**src/rtl/mux4_arbiter_pkg.sv**
```systemverilog
// Shared definitions for the 4-requester round-robin arbiter with burst lock.
//   arb_state_t : arbitration FSM encoding (ARB = open round-robin,
//                 LOCKED = only the burst owner may be granted)
//   N_DEFAULT   : default data width of every requester and of the output
//   NUM_REQ     : number of requesters
//   rr_pick     : first set bit of a 4-bit request vector, scanning upward
//                 from a start index and wrapping 3 -> 0
package mux4_arbiter_pkg;

    typedef enum logic {
        ARB    = 1'b0,
        LOCKED = 1'b1
    } arb_state_t;

    localparam int N_DEFAULT = 32;
    localparam int NUM_REQ   = 4;

    // Descending loop so the candidate closest to 'start' is written last
    // and therefore wins. With no bit set the result is 'start', which is
    // harmless because callers qualify it with the OR of the vector.
    function automatic logic [1:0] rr_pick(input logic [3:0] elig,
                                           input logic [1:0] start);
        logic [1:0] idx;
        rr_pick = start;
        for (int k = NUM_REQ - 1; k >= 0; k--) begin
            idx = start + 2'(k);
            if (elig[idx]) rr_pick = idx;
        end
    endfunction

endpackage

```
**src/rtl/mux4_arbiter_mux4to1.sv**
```systemverilog
// Plain 4:1 multiplexer, N bits wide.
//   sel        : 2-bit select
//   d0..d3     : data inputs
//   y          : selected data (combinational)
module mux4to1 #(
    parameter int N = 32
) (
    input  logic [1:0]   sel,
    input  logic [N-1:0] d0,
    input  logic [N-1:0] d1,
    input  logic [N-1:0] d2,
    input  logic [N-1:0] d3,
    output logic [N-1:0] y
);

    always_comb begin
        y = d0;
        case (sel)
            2'd0: y = d0;
            2'd1: y = d1;
            2'd2: y = d2;
            2'd3: y = d3;
            default: y = d0;
        endcase
    end

endmodule

```
**src/rtl/mux4_arbiter.sv**
```systemverilog
// Round-robin arbiter for four requesters feeding one registered output
// slot, with locked bursts: a beat flagged with req_lock keeps the grant
// on its requester until a beat without req_lock closes the burst.
//   clk, rst       : clock, synchronous active-high reset
//   req_valid[3:0] : requester i presents a beat
//   req_lock[3:0]  : beat of requester i is not the last of a locked burst
//   in_a..in_d     : data of requesters 0..3
//   req_ready[3:0] : one-hot/zero, beat of requester i accepted this cycle
//   out_valid      : out_data holds an unconsumed beat
//   out_data       : registered selected beat
//   out_sel        : index of the requester that supplied out_data
//   out_ready      : consumer takes the beat when out_valid && out_ready
module mux4_arbiter
    import mux4_arbiter_pkg::*;
#(
    parameter int N = N_DEFAULT
) (
    input  logic         clk,
    input  logic         rst,
    input  logic [3:0]   req_valid,
    input  logic [3:0]   req_lock,
    input  logic [N-1:0] in_a,
    input  logic [N-1:0] in_b,
    input  logic [N-1:0] in_c,
    input  logic [N-1:0] in_d,
    output logic [3:0]   req_ready,
    output logic         out_valid,
    output logic [N-1:0] out_data,
    output logic [1:0]   out_sel,
    input  logic         out_ready
);

    arb_state_t   state, state_nxt;
    logic [1:0]   ptr, ptr_nxt;
    logic [1:0]   owner, owner_nxt;

    logic         accept_slot;
    logic [3:0]   eligible;
    logic [1:0]   winner;
    logic         grant;
    logic [N-1:0] mux_y;

    // The output register can take a new beat whenever it is empty or is
    // being drained this very cycle, so a full-rate stream has no bubble.
    assign accept_slot = !out_valid || out_ready;

    // While locked, only the owner may win, even if it is idle this cycle.
    assign eligible  = (state == LOCKED) ? (req_valid & (4'b0001 << owner))
                                         : req_valid;
    assign winner    = (state == LOCKED) ? owner : rr_pick(eligible, ptr);
    assign grant     = !rst && accept_slot && (|eligible);
    assign req_ready = grant ? (4'b0001 << winner) : 4'b0000;

    mux4to1 #(.N(N)) u_mux (
        .sel (winner),
        .d0  (in_a),
        .d1  (in_b),
        .d2  (in_c),
        .d3  (in_d),
        .y   (mux_y)
    );

    always_ff @(posedge clk) begin
        if (rst) begin
            state <= ARB;
            ptr   <= 2'd0;
            owner <= 2'd0;
        end else begin
            state <= state_nxt;
            ptr   <= ptr_nxt;
            owner <= owner_nxt;
        end
    end

    // The pointer moves on every open-arbitration beat (including the one
    // that opens a burst) and on the closing beat of a burst, never on the
    // middle beats.
    always_comb begin
        state_nxt = state;
        ptr_nxt   = ptr;
        owner_nxt = owner;
        if (grant) begin
            case (state)
                ARB: begin
                    ptr_nxt = winner + 2'd1;
                    if (req_lock[winner]) begin
                        state_nxt = LOCKED;
                        owner_nxt = winner;
                    end
                end
                LOCKED: begin
                    if (!req_lock[winner]) begin
                        state_nxt = ARB;
                        ptr_nxt   = owner + 2'd1;
                    end
                end
                default: state_nxt = ARB;
            endcase
        end
    end

    // Output stage: one register slot between the grant and the consumer.
    always_ff @(posedge clk) begin
        if (rst) begin
            out_valid <= 1'b0;
            out_data  <= '0;
            out_sel   <= 2'd0;
        end else if (accept_slot) begin
            out_valid <= grant;
            if (grant) begin
                out_data <= mux_y;
                out_sel  <= winner;
            end
        end
    end

endmodule

```
**config.mk**
```make
export PLATFORM = sky130hd
export DESIGN_NAME = mux4_arbiter
export DESIGN_NICKNAME = d
export VERILOG_FILES = /design/src/rtl/mux4_arbiter_pkg.sv /design/src/rtl/mux4_arbiter_mux4to1.sv /design/src/rtl/mux4_arbiter.sv
export SDC_FILE = /design/constraint.sdc
export NUM_CORES = 1
export LEC_CHECK = 0
export CELL_PAD_IN_SITES_DETAIL_PLACEMENT = 1
export CELL_PAD_IN_SITES_GLOBAL_PLACEMENT = 1
export CORE_UTILIZATION = 25
export CTS_BUF_LIST = sky130_fd_sc_hd__clkbuf_8
export CTS_CLUSTER_DIAMETER = 80
export DETAILED_ROUTE_END_ITERATION = 10
export PLACE_DENSITY = 0.93
export SLEW_MARGIN = 15
export SYNTH_ARGS = -nofsm -noshare
export SYNTH_HDL_FRONTEND = slang
export SYNTH_SLANG_ARGS = --single-unit
```
**constraint.sdc**
```tcl
create_clock -name clk -period 4.2 [get_ports clk]
set_clock_uncertainty 0.15 [all_clocks]
set_input_delay 0.63 -clock clk [delete_from_list [all_inputs] [get_ports clk]]
set_output_delay 0.63 -clock clk [all_outputs]
set_load 0.05 [all_outputs]
```
==> qor.csv, run 1 <==
metric;value;unit
Finished Core Util;0.4476;
crit-path cells;clkdlybuf4s50_1, and4b_2, a31oi_2, a211oi_4, o31a_1, o31ai_4, ha_1, inv_1, nor2_2, buf_12;
Final period util;0.9651;
worst path bufs/invs;3;
Post-Syn Area;2785;sq um
CP endpoint kind;output port;
DR vias/cell;5.308;
pin count of the biggest net entering global routing;65;
CTS tree;yes;
Initial Util;0.2569;
crit path from;req_valid[2];
Synth area leaders;dfxtp_1, nor2_1, a21oi_1;
input/output buffers;177;
fraction of synthesized cell area taken by the top area cell type;0.2875;
register bit total from synthesis;40;
Top-Level Pins;178;
Finished Cell Area;4852;sq um
reg2reg setup slack;0.42;ns
Top Family by Delay on Critical Path;compound AO/OA/AOI/OAI gates;
Synth area leader;dfxtp_1;
final setup vio count;0;
slowest stage delay, CP;0.52;ns
WP depth;10;
DIE WIDTH;107.6;microns
worst skew pair latency;0.28;ns
CP arrival;3.27;ns
worst slew pin tran;0.5811;ns
R2R Path Start;ptr[0];
full die area;11570;sq um
CTS max path bufs;2;
post-DP HPWL;9164;microns
Yosys warnings;0;
routability cong.;0.8473;
final total power;3.766;mW
final hold violations;0;
Synth Area in XOR/XNOR;0;
CP endpoint;req_ready[1];
H-tree Lvls;2;
number of diodes;0;
P_leak;1.807;nW
Synthesized Nets;513;
Cell Pwr Density;776.1;nW/um^2
simple-gate share of the synthesized area;0.2332;
FFs w/ async S/R, synth;0;
cells after synthesis;369;
slowest stage cell on the critical path;clkdlybuf4s50_1;
GR Overflow Total;0;
Core Region;10840;sq um
number of global-route vias before repair;3627;
final std cells w/o fill;671;
sequential area share after synthesis;0.2875;
1st-iter DRT viols;291;
row count;38;
startpoint class of the critical path;input pin;
TritonCTS Buffers;5;
count of different cell masters after synthesis;62;
iteration count of the initial detailed-routing pass;5;
top_reg_cell synth;dfxtp_1;
adder-cell share of the synthesized area;0.02246;
RSZ-0062 raised after global routing;no;
Reg clk slew, reported paths;0.07;ns
Post-synth top cells;nor2_1, a21oi_1, dfxtp_1;
status;completed;
initial antenna violation count;0;
top-count cell post-synth;nor2_1;
complex-gate fraction of the synthesized area;0.3410;
All-Layer GR Usage;0.1980;
slew margin rel.;0.6121;
R2R cell count;14;
DRC Markers;0;
mux contribution to synthesized area;0.03055;
WS Path Type;input pin to output port;
Required @ worst endpoint;3.42;ns
Max Slew Vio Count;0;
DR vias;3562;
clock sinks;40;
crit-path max FO;9;
Max-Cap Viols;0;
Area after DPL;4710;sq um
reg2reg end;out_data[25];
number of synthesized flops with an enable pin;0;
synthesis-to-layout area growth;74.21;%
ANT nets after route;0;
post-layout min period;4.054;ns
Die H;107.6;microns
wire length of the first global-routing pass;17950;microns
Avg Inst Size Synth;7.548;sq um
Total Nets Final;675;
Total Routed Length;11780;microns
maximum vdd drop;0.4147;mV
placed insts;663;
layout cell share with drive strength beyond 1;0.09605;
fmax;246.7;MHz
Root Buffer;clkbuf_8;
min-delay worst type;register to register;
main combinational cell family by area after synthesis;compound AO/OA/AOI/OAI gates;
DR WL/cell;17.55;microns
[how the worst min path moves through the flow]
stage                      startpoint           to  slack [ns]  depth (start not counted)
after floorplan              owner[1]     owner[1]        0.47                          3
after detailed placement   out_sel[1]   out_sel[1]        0.33                          2
final                     out_data[8]  out_data[8]        0.34                          2
after global placement    out_data[4]  out_data[4]        0.31                          2
after CTS                 out_data[8]  out_data[8]        0.35                          2
after global routing       out_sel[1]   out_sel[1]        0.38                          2
[logic make-up (layout without fill, tap and decap cells)]
| kind of cell | after synthesis | count (layout) |
|---|---|---|
| AO/OA/AOI/OAI | 131 | 131 |
| adder cells (fa/ha/maj) | 5 | 5 |
| buffers and inverters | 47 | 209 |
| flip-flops | 40 | 40 |
| multiplexers | 8 | 8 |
| AND/OR/NAND/NOR | 138 | 138 |
[worst register-to-register path, cell delays in order, from the launching register on]
cell	delay [ns]
dfxtp_1	0.69
mux2_2	0.41
a211oi_2	0.28
nor3b_2	0.11
o31a_1	0.38
o31ai_4	0.32
inv_2	0.07
ha_2	0.22
buf_4	0.20
a222oi_1	0.34
nor2_1	0.10
a21oi_1	0.15
nor2_1	0.06
a21oi_1	0.13
nor2_1	0.05
[sequential cells by signal (all words and copies together), names as in the netlist]
name	count
owner	2
out_valid	1
state	1
out_data	32
ptr	2
out_sel	2
[routing by layer]
layer | GRT usage | vias to the layer above | part of all wire
li1 | - | 1688 | -
met1 | 0.2192 | 1735 | 0.39
met2 | 0.3709 | 129 | 0.54
met3 | 0.05085 | 10 | 0.060
met4 | 0.05088 | 0 | 0.014
met5 | 0 | - | 0
[repair_timing]
action,4_1_cts,5_1_grt
pin swaps,0,2
setup buffers,0,1
hold buffers,0,0
gates cloned,0,0
setup endpoints to repair,2,15
gates resized for setup,2,10
[final cells by class]
type	instances	area, sq um
Fill cell	1300	5988
Timing Repair Buffer	193	1964
Multi-Input combinational cell	282	1794
Sequential cell	40	802.0
Tap cell	140	175.2
Clock buffer	5	68.82
Inverter	9	35.03
Clock inverter	2	12.51
[through the flow]
step	hold slack (ns)	TNS, ns	setup slack, ns
final	0.3409	0	0.1464
after global routing	0.3771	0	0.01339
after CTS	0.3502	0	0.01696
after detailed placement	0.3295	-1.675	-0.1356
after global placement	0.3146	0	0.02975
after floorplan	0.4730	0	0.06191
[cell usage in the layout, fill, tap and decap left out, types with 5 or more instances in the layout]
cell,n
dfxtp_1,39
buf_4,14
clkdlybuf4s50_1,170
inv_1,7
nand2_1,5
nor2_1,104
clkbuf_8,5
buf_12,6
a222oi_1,32
a21oi_1,69
[where the power goes]
part / total (mW) / internal [mW] / leakage [nW] / switching, mW
clock: 0.251 / 0.113 / 0.0400 / 0.138
sequential: 0.650 / 0.515 / 0.328 / 0.134
combinational: 2.87 / 1.14 / 1.44 / 1.73
Power figures use the tool's default switching activity.
==> run 2, diff against run 1 <==
--- a/config.mk
+++ b/config.mk
@@ -12,6 +12,7 @@
 export CTS_CLUSTER_DIAMETER = 80
 export DETAILED_ROUTE_END_ITERATION = 10
 export PLACE_DENSITY = 0.93
+export RECOVER_POWER = 100
 export SLEW_MARGIN = 15
 export SYNTH_ARGS = -nofsm -noshare
 export SYNTH_HDL_FRONTEND = slang
==> constraint.sdc (replaced) <==
create_clock -name clk -period 4.2 [get_ports clk]
set_clock_uncertainty 0.15 [all_clocks]
set_input_delay 0.63 -clock clk [delete_from_list [all_inputs] [get_ports clk]]
set_output_delay 0.63 -clock clk [all_outputs]
set_load 0.005 [all_outputs]
==> run 2 against run 1 <==
Critical path depth rose by 1. Cell area fell by 1.2%. Via count fell by 1.2%. Hold slack got worse by 0.0083 ns. Clock power rose by 8.8%. Combinational power fell by 20%. Highest routed layer unchanged.
==> qor.csv, run 2 (synthesis results as in run 1) <==
metric;value;unit;change
Initial Util;0.2569;;unchanged
number of global-route vias before repair;3695;;was 3,627
# Post-CTS Setup Buffers;0;;unchanged
final total power;3.214;mW;was 3.766 mW
Multi-input gate area;1757;sq um;was 1794 sq um
min-delay worst type;register to register;;unchanged
DRC Markers;0;;unchanged
post-layout min period;4.059;ns;was 4.054 ns
Required @ worst endpoint;3.42;ns;about the same
Final period util;0.9664;;was 0.9651
DR vias/cell;5.207;;was 5.308
GR Overflow Total;0;;unchanged
setup ws final;0.1410;ns;was 0.1464 ns
crit-path max FO;6;;was 9
final setup vio count;0;;unchanged
startpoint class of the critical path;input pin;;unchanged
DR top layer;met4;;unchanged
number of diodes;0;;unchanged
reg2reg end;out_data[15];;was out_data[25]
Hold Path Stages;2;;unchanged
Total Nets Final;679;;was 675
ANT nets after route;0;;unchanged
most flop-heavy register;out_data;;unchanged
P_leak;1.886;nW;was 1.807 nW
Die H;107.6;microns;unchanged
routed wire length on met3;774;microns;was 706 microns
RSZ-0062 raised after global routing;no;;unchanged
pre-CTS setup slack;-0.1182;ns;was -0.1356 ns
clock sinks;40;;unchanged
CTS max path bufs;2;;unchanged
fmax;246.4;MHz;was 246.7 MHz
input/output buffers;177;;unchanged
wire length on met2;6217;microns;was 6305 microns
Core Region;10840;sq um;unchanged
post-DP HPWL;9136;microns;was 9164 microns
reg2reg setup slack;0.45;ns;was 0.42 ns
crit path from;req_valid[0];;was req_valid[2]
Root Buffer;clkbuf_8;;unchanged
DIE WIDTH;107.6;microns;unchanged
R2R Path Start;ptr[0];;unchanged
initial antenna violation count;0;;unchanged
Met1 Wirelength;4486;microns;was 4605 microns
1st-iter DRT viols;261;;was 291
final std cells w/o fill;676;;was 671
Total Routed Length;11760;microns;was 11,780 microns
H-tree Lvls;2;;unchanged
wire length of the first global-routing pass;18170;microns;was 17,950 microns
Cell Pwr Density;670.4;nW/um^2;was 776.1 nW/um^2
R2R cell count;14;;unchanged
status;completed;;unchanged
DR vias;3520;;was 3,562
hold slack;0.3325;ns;was 0.3409 ns
CP endpoint;req_ready[2];;was req_ready[1]
row count;38;;unchanged
worst slew pin tran;1.054;ns;was 0.5811 ns
worst skew pair latency;0.29;ns;was 0.28 ns
maximum vdd drop;0.3341;mV;was 0.4147 mV
iteration count of the initial detailed-routing pass;6;;was 5
TritonCTS Buffers;5;;unchanged
Max Slew Vio Count;0;;unchanged
commonest non-fill, non-tap cells in the layout;clkdlybuf4s50_1, nor2_1, a21oi_1;;unchanged
sequential cell area;803.3;sq um;was 802.0 sq um
All-Layer GR Usage;0.2003;;was 0.1980
routability cong.;0.8316;;was 0.8473
most common cell after layout, fill and taps aside;clkdlybuf4s50_1;;unchanged
fill count;1304;;was 1,300
Max-Cap Viols;0;;unchanged
CP endpoint kind;output port;;unchanged
DR WL/cell;17.40;microns;was 17.55 microns
layout cell share with drive strength beyond 1;0.07836;;was 0.09605
Reg clk slew, reported paths;0.08;ns;was 0.07 ns
number of flip-flops under the largest register name;32;;unchanged
full die area;11570;sq um;unchanged
synthesis-to-layout area growth;72.15;%;was 74.21%
slew margin rel.;0.2971;;was 0.6121
Top-Level Pins;178;;unchanged
CP arrival;3.28;ns;was 3.27 ns
placed insts;668;;was 663
WS Path Type;input pin to output port;;unchanged
post-route setup TNS;0;ns;unchanged
pin count of the biggest net entering global routing;65;;unchanged
CTS tree;yes;;unchanged
final hold violations;0;;unchanged
-- run 2: metrics by stage --
step	util	instance area [sq um]
final	0.4423	4795
after global routing	0.4423	4795
after floorplan	-	2785
after detailed placement	0.4342	4707
after CTS	0.4449	4823
after global placement	0.4342	4707
-- run 2: area by class of cell --
cell class              count  share of cell area
flip-flops and latches     40              0.1675
clock buffers               6             0.01722
repair buffers            197              0.4027
inverters                   9            0.007307
well taps                 140             0.03653
clock inverters             2            0.002349
multi-input cells         282              0.3664
-- run 2: power breakdown --
part / internal, mW / leakage (nW) / switching, mW / total, mW
Combinational: 1.04 / 1.51 / 1.27 / 2.31
Clock: 0.131 / 0.0486 / 0.142 / 0.273
Sequential: 0.516 / 0.328 / 0.115 / 0.631
Total: 1.69 / 1.89 / 1.53 / 3.21
-- run 2: worst min path at each step --
stage	slack (ns)	start	endpoint
6_report	0.33	out_data[14]	out_data[14]
3_5_place_dp	0.32	out_data[14]	out_data[14]
3_3_place_gp	0.32	out_data[0]	out_data[0]
4_1_cts	0.34	out_data[14]	out_data[14]
5_1_grt	0.37	out_data[16]	out_data[16]
2_1_floorplan	0.33	out_data[0]	out_data[0]
-- run 2: critical path, stage by stage --
cell	delay (ns)
dlygate4sd2_1	0.29
or4b_1	0.47
o211ai_2	0.15
a211oi_1	0.12
o31a_1	0.35
o31ai_4	0.31
inv_1	0.16
ha_1	0.25
inv_1	0.07
nor2_1	0.04
clkdlybuf4s50_1	0.44
-- run 2: routing by layer --
layer / vias to the layer above / global-route usage
li1: 1690 / -
met1: 1675 / 0.2186
met2: 134 / 0.3768
met3: 21 / 0.04540
met4: 0 / 0.06556
met5: - / 0
-- run 2: what timing repair did --
| item | in CTS | in global routing |
|---|---|---|
| hold buffers | 0 | 0 |
| pin swaps | 2 | 0 |
| endpoints found under the setup margin | 4 | 2 |
| resized for setup | 9 | 1 |
==> run 3, diff against run 2 <==
--- a/config.mk
+++ b/config.mk
@@ -13,7 +13,6 @@
 export DETAILED_ROUTE_END_ITERATION = 10
 export PLACE_DENSITY = 0.93
 export RECOVER_POWER = 100
-export SLEW_MARGIN = 15
 export SYNTH_ARGS = -nofsm -noshare
 export SYNTH_HDL_FRONTEND = slang
 export SYNTH_SLANG_ARGS = --single-unit
==> results of run 3 <==
No change in the layout: final DEF, timing and power equal those of run 2.
